$ cat src/rtl/apb_m_arbiter.sv
// apb_m_arbiter: two-requester APB master with round-robin arbitration.
// Each granted transfer runs IDLE -> SETUP -> ACCESS and inserts wait states
// while pready is low. Completion is a one-cycle reqN_done pulse, with
// rsp_rdata and rsp_err valid in that same cycle.
// Optional build macro APB_TIMEOUT_EN: abandon an ACCESS phase after
// TIMEOUT_CYCLES cycles and report rsp_err = 1. Without the macro, ACCESS
// waits indefinitely and rsp_err is always 0.
module apb_m_arbiter #(
  parameter int ADDR_WIDTH     = 32,
  parameter int DATA_WIDTH     = 32,
  parameter int TIMEOUT_CYCLES = 16
) (
  input  logic                  pclk,
  input  logic                  presetn,
  input  logic                  req0_valid,
  input  logic                  req0_write,
  input  logic [ADDR_WIDTH-1:0] req0_addr,
  input  logic [DATA_WIDTH-1:0] req0_wdata,
  output logic                  req0_done,
  input  logic                  req1_valid,
  input  logic                  req1_write,
  input  logic [ADDR_WIDTH-1:0] req1_addr,
  input  logic [DATA_WIDTH-1:0] req1_wdata,
  output logic                  req1_done,
  output logic [DATA_WIDTH-1:0] rsp_rdata,
  output logic                  rsp_err,
  output logic                  psel,
  output logic                  penable,
  output logic                  pwrite,
  output logic [ADDR_WIDTH-1:0] paddr,
  output logic [DATA_WIDTH-1:0] pwdata,
  input  logic [DATA_WIDTH-1:0] prdata,
  input  logic                  pready
);

  typedef enum logic [1:0] {
    ST_IDLE   = 2'b00,
    ST_SETUP  = 2'b01,
    ST_ACCESS = 2'b10,
    ST_BAD    = 2'b11
  } state_t;

  state_t                r_state;
  state_t                w_state_next;
  logic                  r_last_grant;   // also identifies the requester being served
  logic                  r_pwrite;
  logic [ADDR_WIDTH-1:0] r_paddr;
  logic [DATA_WIDTH-1:0] r_pwdata;
  logic [DATA_WIDTH-1:0] r_rdata;
  logic                  r_err;
  logic                  r_done0;
  logic                  r_done1;

  logic                  w_grant;
  logic                  w_grant_id;
  logic                  w_complete;
  logic                  w_timeout;
  logic                  w_to_hit;
  logic                  w_psel;
  logic                  w_penable;
  logic                  w_bad;

`ifdef APB_TIMEOUT_EN
  localparam int CNT_W = (TIMEOUT_CYCLES > 2) ? $clog2(TIMEOUT_CYCLES) : 1;
  logic [CNT_W-1:0] r_to_cnt;

  assign w_to_hit = (r_to_cnt == CNT_W'(TIMEOUT_CYCLES - 1));

  // Count wait-state ACCESS cycles; clear whenever the ACCESS phase ends.
  always_ff @(posedge pclk or negedge presetn) begin
    if (!presetn) begin
      r_to_cnt <= '0;
    end else if (r_state == ST_ACCESS && w_state_next == ST_ACCESS) begin
      r_to_cnt <= r_to_cnt + 1'b1;
    end else begin
      r_to_cnt <= '0;
    end
  end
`else
  // No timeout in this build: the comparison is constant false.
  assign w_to_hit = (TIMEOUT_CYCLES < 0);
`endif

  // State register with asynchronous reset back to IDLE.
  always_ff @(posedge pclk or negedge presetn) begin
    if (!presetn) begin
      r_state <= ST_IDLE;
    end else begin
      r_state <= w_state_next;
    end
  end

  // Next-state decode, arbitration and APB strobes.
  always_comb begin
    w_state_next = r_state;
    w_grant      = 1'b0;
    w_grant_id   = r_last_grant;
    w_complete   = 1'b0;
    w_timeout    = 1'b0;
    w_psel       = 1'b0;
    w_penable    = 1'b0;
    case (r_state)
      ST_IDLE: begin
        // A requester still sees its done pulse this cycle and has not yet
        // dropped valid, so no grant is made while any done is high.
        if ((req0_valid || req1_valid) && !(r_done0 || r_done1)) begin
          w_grant = 1'b1;
          if (req0_valid && req1_valid) begin
            w_grant_id = ~r_last_grant;
          end else begin
            w_grant_id = req1_valid;
          end
          w_state_next = ST_SETUP;
        end
      end
      ST_SETUP: begin
        w_psel       = 1'b1;
        w_state_next = ST_ACCESS;
      end
      ST_ACCESS: begin
        w_psel    = 1'b1;
        w_penable = 1'b1;
        if (pready) begin
          w_complete   = 1'b1;
          w_state_next = ST_IDLE;
        end else if (w_to_hit) begin
          w_timeout    = 1'b1;
          w_state_next = ST_IDLE;
        end
      end
      default: begin
        w_state_next = ST_IDLE;
      end
    endcase
  end

  // Transfer latch at grant, response capture and done pulse at completion.
  always_ff @(posedge pclk or negedge presetn) begin
    if (!presetn) begin
      r_last_grant <= 1'b1;
      r_pwrite     <= 1'b0;
      r_paddr      <= '0;
      r_pwdata     <= '0;
      r_rdata      <= '0;
      r_err        <= 1'b0;
      r_done0      <= 1'b0;
      r_done1      <= 1'b0;
    end else begin
      r_done0 <= 1'b0;
      r_done1 <= 1'b0;
      if (w_grant) begin
        r_last_grant <= w_grant_id;
        r_pwrite     <= w_grant_id ? req1_write : req0_write;
        r_paddr      <= w_grant_id ? req1_addr  : req0_addr;
        r_pwdata     <= w_grant_id ? req1_wdata : req0_wdata;
      end
      if (w_complete || w_timeout) begin
        r_done0 <= ~r_last_grant;
        r_done1 <= r_last_grant;
        r_err   <= w_timeout;
        if (w_complete && !r_pwrite) begin
          r_rdata <= prdata;
        end
      end
    end
  end

  // The unused state code forces every output low until it returns to IDLE.
  assign w_bad     = (r_state == ST_BAD);
  assign psel      = w_psel;
  assign penable   = w_penable;
  assign pwrite    = r_pwrite & ~w_bad;
  assign paddr     = w_bad ? '0 : r_paddr;
  assign pwdata    = w_bad ? '0 : r_pwdata;
  assign rsp_rdata = w_bad ? '0 : r_rdata;
  assign rsp_err   = r_err & ~w_bad;
  assign req0_done = r_done0 & ~w_bad;
  assign req1_done = r_done1 & ~w_bad;

endmodule

$ cat config.mk
export PLATFORM = sky130hd
export DESIGN_NAME = apb_m_arbiter
export DESIGN_NICKNAME = d
export VERILOG_FILES = /design/src/rtl/apb_m_arbiter.sv
export SDC_FILE = /design/constraint.sdc
export NUM_CORES = 1
export LEC_CHECK = 0
export BUFFER_PORTS_ARGS = -buffer_cell sky130_fd_sc_hd__buf_2
export CAP_MARGIN = 20
export CORE_ASPECT_RATIO = 1.4
export CORE_MARGIN = 5
export CORE_UTILIZATION = 35
export DETAILED_ROUTE_END_ITERATION = 7
export GPL_TIMING_DRIVEN = 0
export PLACE_DENSITY = 0.68
export SETUP_SLACK_MARGIN = 0.4
export SYNTH_ARGS = -nofsm -noshare
export SYNTH_HDL_FRONTEND = slang
export SYNTH_SLANG_ARGS = --single-unit
$ cat constraint.sdc
create_clock -name pclk -period 3.3 [get_ports pclk]
set_clock_uncertainty 0.05 [all_clocks]
set_input_delay 0 -clock pclk [delete_from_list [all_inputs] [get_ports pclk]]
set_output_delay 0 -clock pclk [all_outputs]
set_load 0.03 [all_outputs]
# Word-level counts from Yosys, hierarchy flattened
# Cells that the tools add are included.
dict set report totals {
  reg_bits 102
  input_bits 167
  word_cells 49
  output_inout_bits 102
}
dict set report op_classes {
  bitwise_logic 5
  eq_ne 5
  muxes 20
  n_reduce_logical 11
}
# op count
set op_table {}
lappend op_table {{two-way mux 32 bit} 5}
lappend op_table {{two-way mux 1 bit} 12}
lappend op_table {{case mux 2 bit (3 select lines)} 1}
lappend op_table {{== test 2 bit, second input constant} 2}
lappend op_table {{two-way mux 2 bit} 2}
lappend op_table {{!= test 2 bit, second input constant} 2}
lappend op_table {{AND reduction 2 bit} 2}
lappend op_table {{AND 1 bit} 3}
lappend op_table {{logical AND 1 bit} 3}
lappend op_table {{== test 2 x 1 -> 1 bit, second input constant} 1}
lappend op_table {{zero test 1 bit} 2}
lappend op_table {{zero test 2 bit} 1}
lappend op_table {{logical OR 1 bit} 2}
lappend op_table {{NOT 1 bit} 2}
lappend op_table {{OR reduction 2 bit} 1}

# Depth between registers and ports, before layout
dict set report logic_depth {
  ltp_word 6
  depth_mapped 9
  depth_no_buf 6
}

# Worst setup path before layout
# No wires, ideal clock.
dict set report synth_path {
  kind {reg-to-reg}
  startpoint {register r_state[0]}
  endpoint {register r_rdata[10]}
  synth_period_minus_slack_ps 1965
  path_stages_with_launch 8
  setup_ps 128
  n_path_buf 2
  path_slack_ps 1335
  required_time_ps 3122
  t_arrival_ps 1787
  cell_sequence {dfrtp_1 inv_1 ha_1 nand2_1 or2_1 clkbuf_1 buf_2 mux2_1}
}
dict set report synth_between {
  elab_chain_cells 4
}
# item line
set synth_rtl {}
lappend synth_rtl {{from (decl)} 43} ;# state_t r_state;
lappend synth_rtl {{from (signal assigned)} 89} ;# r_state <= w_state_next;
lappend synth_rtl {{== test 2 bit (*)} 102} ;# case (r_state)
lappend synth_rtl {{two-way mux 1 bit (*)} 102}
lappend synth_rtl {{logical AND 1 bit} 161} ;# if (w_complete && !r_pwrite) begin
lappend synth_rtl {{AND reduction 2 bit (no line) (*)} --}
lappend synth_rtl {{to (signal assigned)} 162} ;# r_rdata <= prdata;
lappend synth_rtl {{to (decl)} 49} ;# logic [DATA_WIDTH-1:0] r_rdata;
# Mark *: on every way between the ends. The rest lies on a longest branch, timed or not.
# A chain may end at the register's enable or synchronous reset.

# Final worst setup path
dict set report layout_path {
  startpoint {register r_state[0]}
  endpoint {register r_paddr[13]}
}
dict set report layout_between {
  elab_chain_cells 3
  word_cells_on_any_way 4
  cone_classes {mux (3); reduce/logical (1)}
}
# item line
set layout_rtl {}
lappend layout_rtl {{zero test 2 bit (*)} 102}
lappend layout_rtl {{two-way mux 1 bit} 102}
lappend layout_rtl {{two-way mux 32 bit} 154} ;# r_paddr <= w_grant_id ? req1_addr : req0_addr;
lappend layout_rtl {{to (signal assigned)} 154}
lappend layout_rtl {{to (decl)} 47} ;# logic [ADDR_WIDTH-1:0] r_paddr;
# Marked as above.

==> metrics <==
status=finished clean; antenna fix cells=0; Worst Tran Pin Value=~0.63 ns; Seq/Total Area, Yosys=0.511; Initial Util=0.358; number of routed nets with antenna violations=0; leakage power total=around 0.0042 uW; DRT iter0 DRCs=between 200 and 250; CP Capture Type=flip-flop; Slew Limit Fails=0; Yosys Warn Count=0; initial antenna violation count=0; Achievable Freq=367 MHz; drt wl/cell=~18 microns; gr ovfl total=0; # H-tree levels=3; row cnt=between 50 and 60; MaxCap Viol Count=0; Synth Register Bits=approximately 100; Yosys cell types=21; Die Area=~17000 sq um; synthesized area=5000 sq um; crit path kind=flip-flop to flip-flop; Routability Congestion=between 0.8 and 0.9; final net count=1041; share of cells above drive strength 1=0.354; largest net degree at the start of global routing=57; syn_nets=598; synth cell count leaders=nor2b_1 (160), dfrtp_1 (101), a221o_1 (65), mux2_1 (34), clkbuf_1 (16); Num CTS Buffers=9; Total Routing Usage GR=0.218; Startpoint Class=flip-flop; number of port buffers=267; Die Y=151 microns; routed wire length=~19000 microns; most common cell in the synthesized netlist=nor2b_1; highest-delay cell along the critical path=dlygate4sd3_1; Min Hold Slack=roughly 0.17 ns; Die Wd=between 100 and 150 microns; Arr. time, crit path=roughly 2.9 ns; Vias=a little over 5000; drc violations=0; top cell type's share of synthesized area=0.505; clk buf depth=2; Setup TNS=0 ns; half-perimeter wire length after detailed placement=about 12000 microns; drt first pass iters=4; Pwr Density=between 1000 and 1500 nW/um^2; CTS root buffer=clkbuf_16; headroom to the max-slew limit=0.577; Final Hold Fails=0; met1 Use GR=0.251; area grow syn2layout=70.7%; design area=8540 sq um; ys async rst share=1.00; Tmin final=between 2 and 3 ns; CP Cell Sequence=inv_1 -> ha_1 -> nor3b_2 -> and2b_1 -> buf_4 -> clkbuf_4 -> nor2b_1 -> a221o_1 -> dlygate4sd3_1; biggest area consumer among synthesized cells=dfrtp_1; GR peak layer=met2; # setup viols final=0; TritonCTS clock tree=done; met2 Usage GRT=0.399; Cell Count, Final, Fillers Out=1059; Post-Place Cells=879; Syn Inst Count=about 430; Core Area=14000 sq um; met3 GRT Util=0.0468; top cells by area, synth=dfrtp_1 (51%), nor2b_1 (20%), a221o_1 (13%); CTS clk-pin slew, worst paths=~0.080 ns; Synth Area per Inst=around 12 sq um; CTS sink count=102; max incr delay on CP=about 0.58 ns; final core utilization=0.611; Synth Flop Type=dfrtp_1; CP required=approximately 3.5 ns; vias in the first global route=5688; Reg2Reg Setup Slack=about 0.58 ns; final period utilization=0.825; clk_lat worst skew=0.34 ns; global-route wire length before repair=29500 microns; placed inst area=approximately 6600 sq um; Worst VDD drop=around 0.00063 V; Top-Level Pins=between 200 and 300; min-delay worst type=input pin to async pin; vias per inst=just under 5; Max FO, Critical Path=10; RSZ-0062 raised after global routing=false; EDFF count, synth=0
logic make-up (layout without fill, tap and decap cells):
group / Yosys count / after routing / share of synthesized area
AO/OA/AOI/OAI: 67 / 67 / 0.133
adder cells (fa/ha/maj): 5 / 5 / 0.0125
buffers and inverters: 41 / 489 / 0.0465
flip-flops: 102 / 102 / 0.511
multiplexers: 34 / 34 / 0.0766
other: 1 / 1 / 0.000750
AND/OR/NAND/NOR: 176 / 176 / 0.220
state kept, by name, indices dropped and copies added, names as in the netlist, named ones only:
register	flops
r_state	2
r_paddr	32
r_pwrite	1
r_pwdata	32
r_done1	1
r_rdata	32
r_done0	1
per-layer routing:
layer / part of all wire / routed length, microns
met1: 0.39 / 7200
met2: 0.53 / 9790
met3: 0.060 / 1130
met4: 0.028 / 515
met5: 0 / 0
final timing paths:
| path | start | end | cells past startpoint |
|---|---|---|---|
| min in group pclk | req0_valid | r_state[1] | 5 |
| setup reg to reg | r_state[0] | r_paddr[13] | 9 |
| max in group asynchronous | presetn | async pin | 3 |
| hold / removal | presetn | r_rdata[14] | 2 |
| setup / recovery | r_state[0] | r_paddr[13] | 9 |
| hold reg to reg | r_rdata[10] | r_rdata[10] | 1 |
timing repair:
| action | in CTS | in global routing |
|---|---|---|
| endpoints found under the setup margin | 0 | 9 |
| hold endpoints to repair | 145 | 0 |
| setup buffers | 0 | 0 |
| hold buffers | 164 | 0 |
| gates resized for setup | 0 | 3 |
cell type report:
cell class / count / area [sq um]
buffer: 38 / 225
clock buffer: 10 / 239
clock inverter: 6 / 52.6
fill: 1097 / 5440
inverter: 3 / 11.3
multi-input combinational: 283 / 2210
sequential: 102 / 2550
tap: 185 / 231
timing repair buffer: 432 / 3010
critical path: cells and delay by family, from the launching register on:
| kind | cells | cell delay (ns) |
|---|---|---|
| compound gates | 1 | 0.27 |
| simple gates | 3 | 0.51 |
| buf+inv | 4 | 1.18 |
| flops | 1 | 0.42 |
| fa+ha+maj | 1 | 0.18 |
metrics by stage:
step / power (uW) / setup WS [ns]
after detailed placement: 7090 / 1.02
after CTS: 9090 / 0.549
after global placement: 6950 / 1.08
after global routing: 9690 / 0.406
after floorplan: 5630 / 1.34
final: 9130 / 0.578
layout by cell type (no fill, tap or decap), drive strengths merged:
| cell type | instances |
|---|---|
| mux2 | 34 |
| clkinvlp | 2 |
| dlygate4sd3 | 164 |
| inv | 6 |
| dfrtp | 101 |
| or2 | 1 |
| o31ai | 1 |
| buf | 289 |
| a221o | 65 |
| and2b | 6 |
| nor2 | 4 |
| nand2 | 1 |
| nor2b | 160 |
| nor3b | 1 |
| clkinv | 1 |
| o21ai | 1 |
| nand2b | 1 |
| and3 | 2 |
| dfstp | 1 |
| clkbuf | 27 |
| ha | 5 |
| conb | 1 |
power by group:
group	switching (uW)	leakage, uW	internal, uW
registers	315	0.00123	1900
clock network	497	0.000138	545
logic	3230	0.00285	2650
total	4040	0.00422	5090
Power figures use the tool's default switching activity.
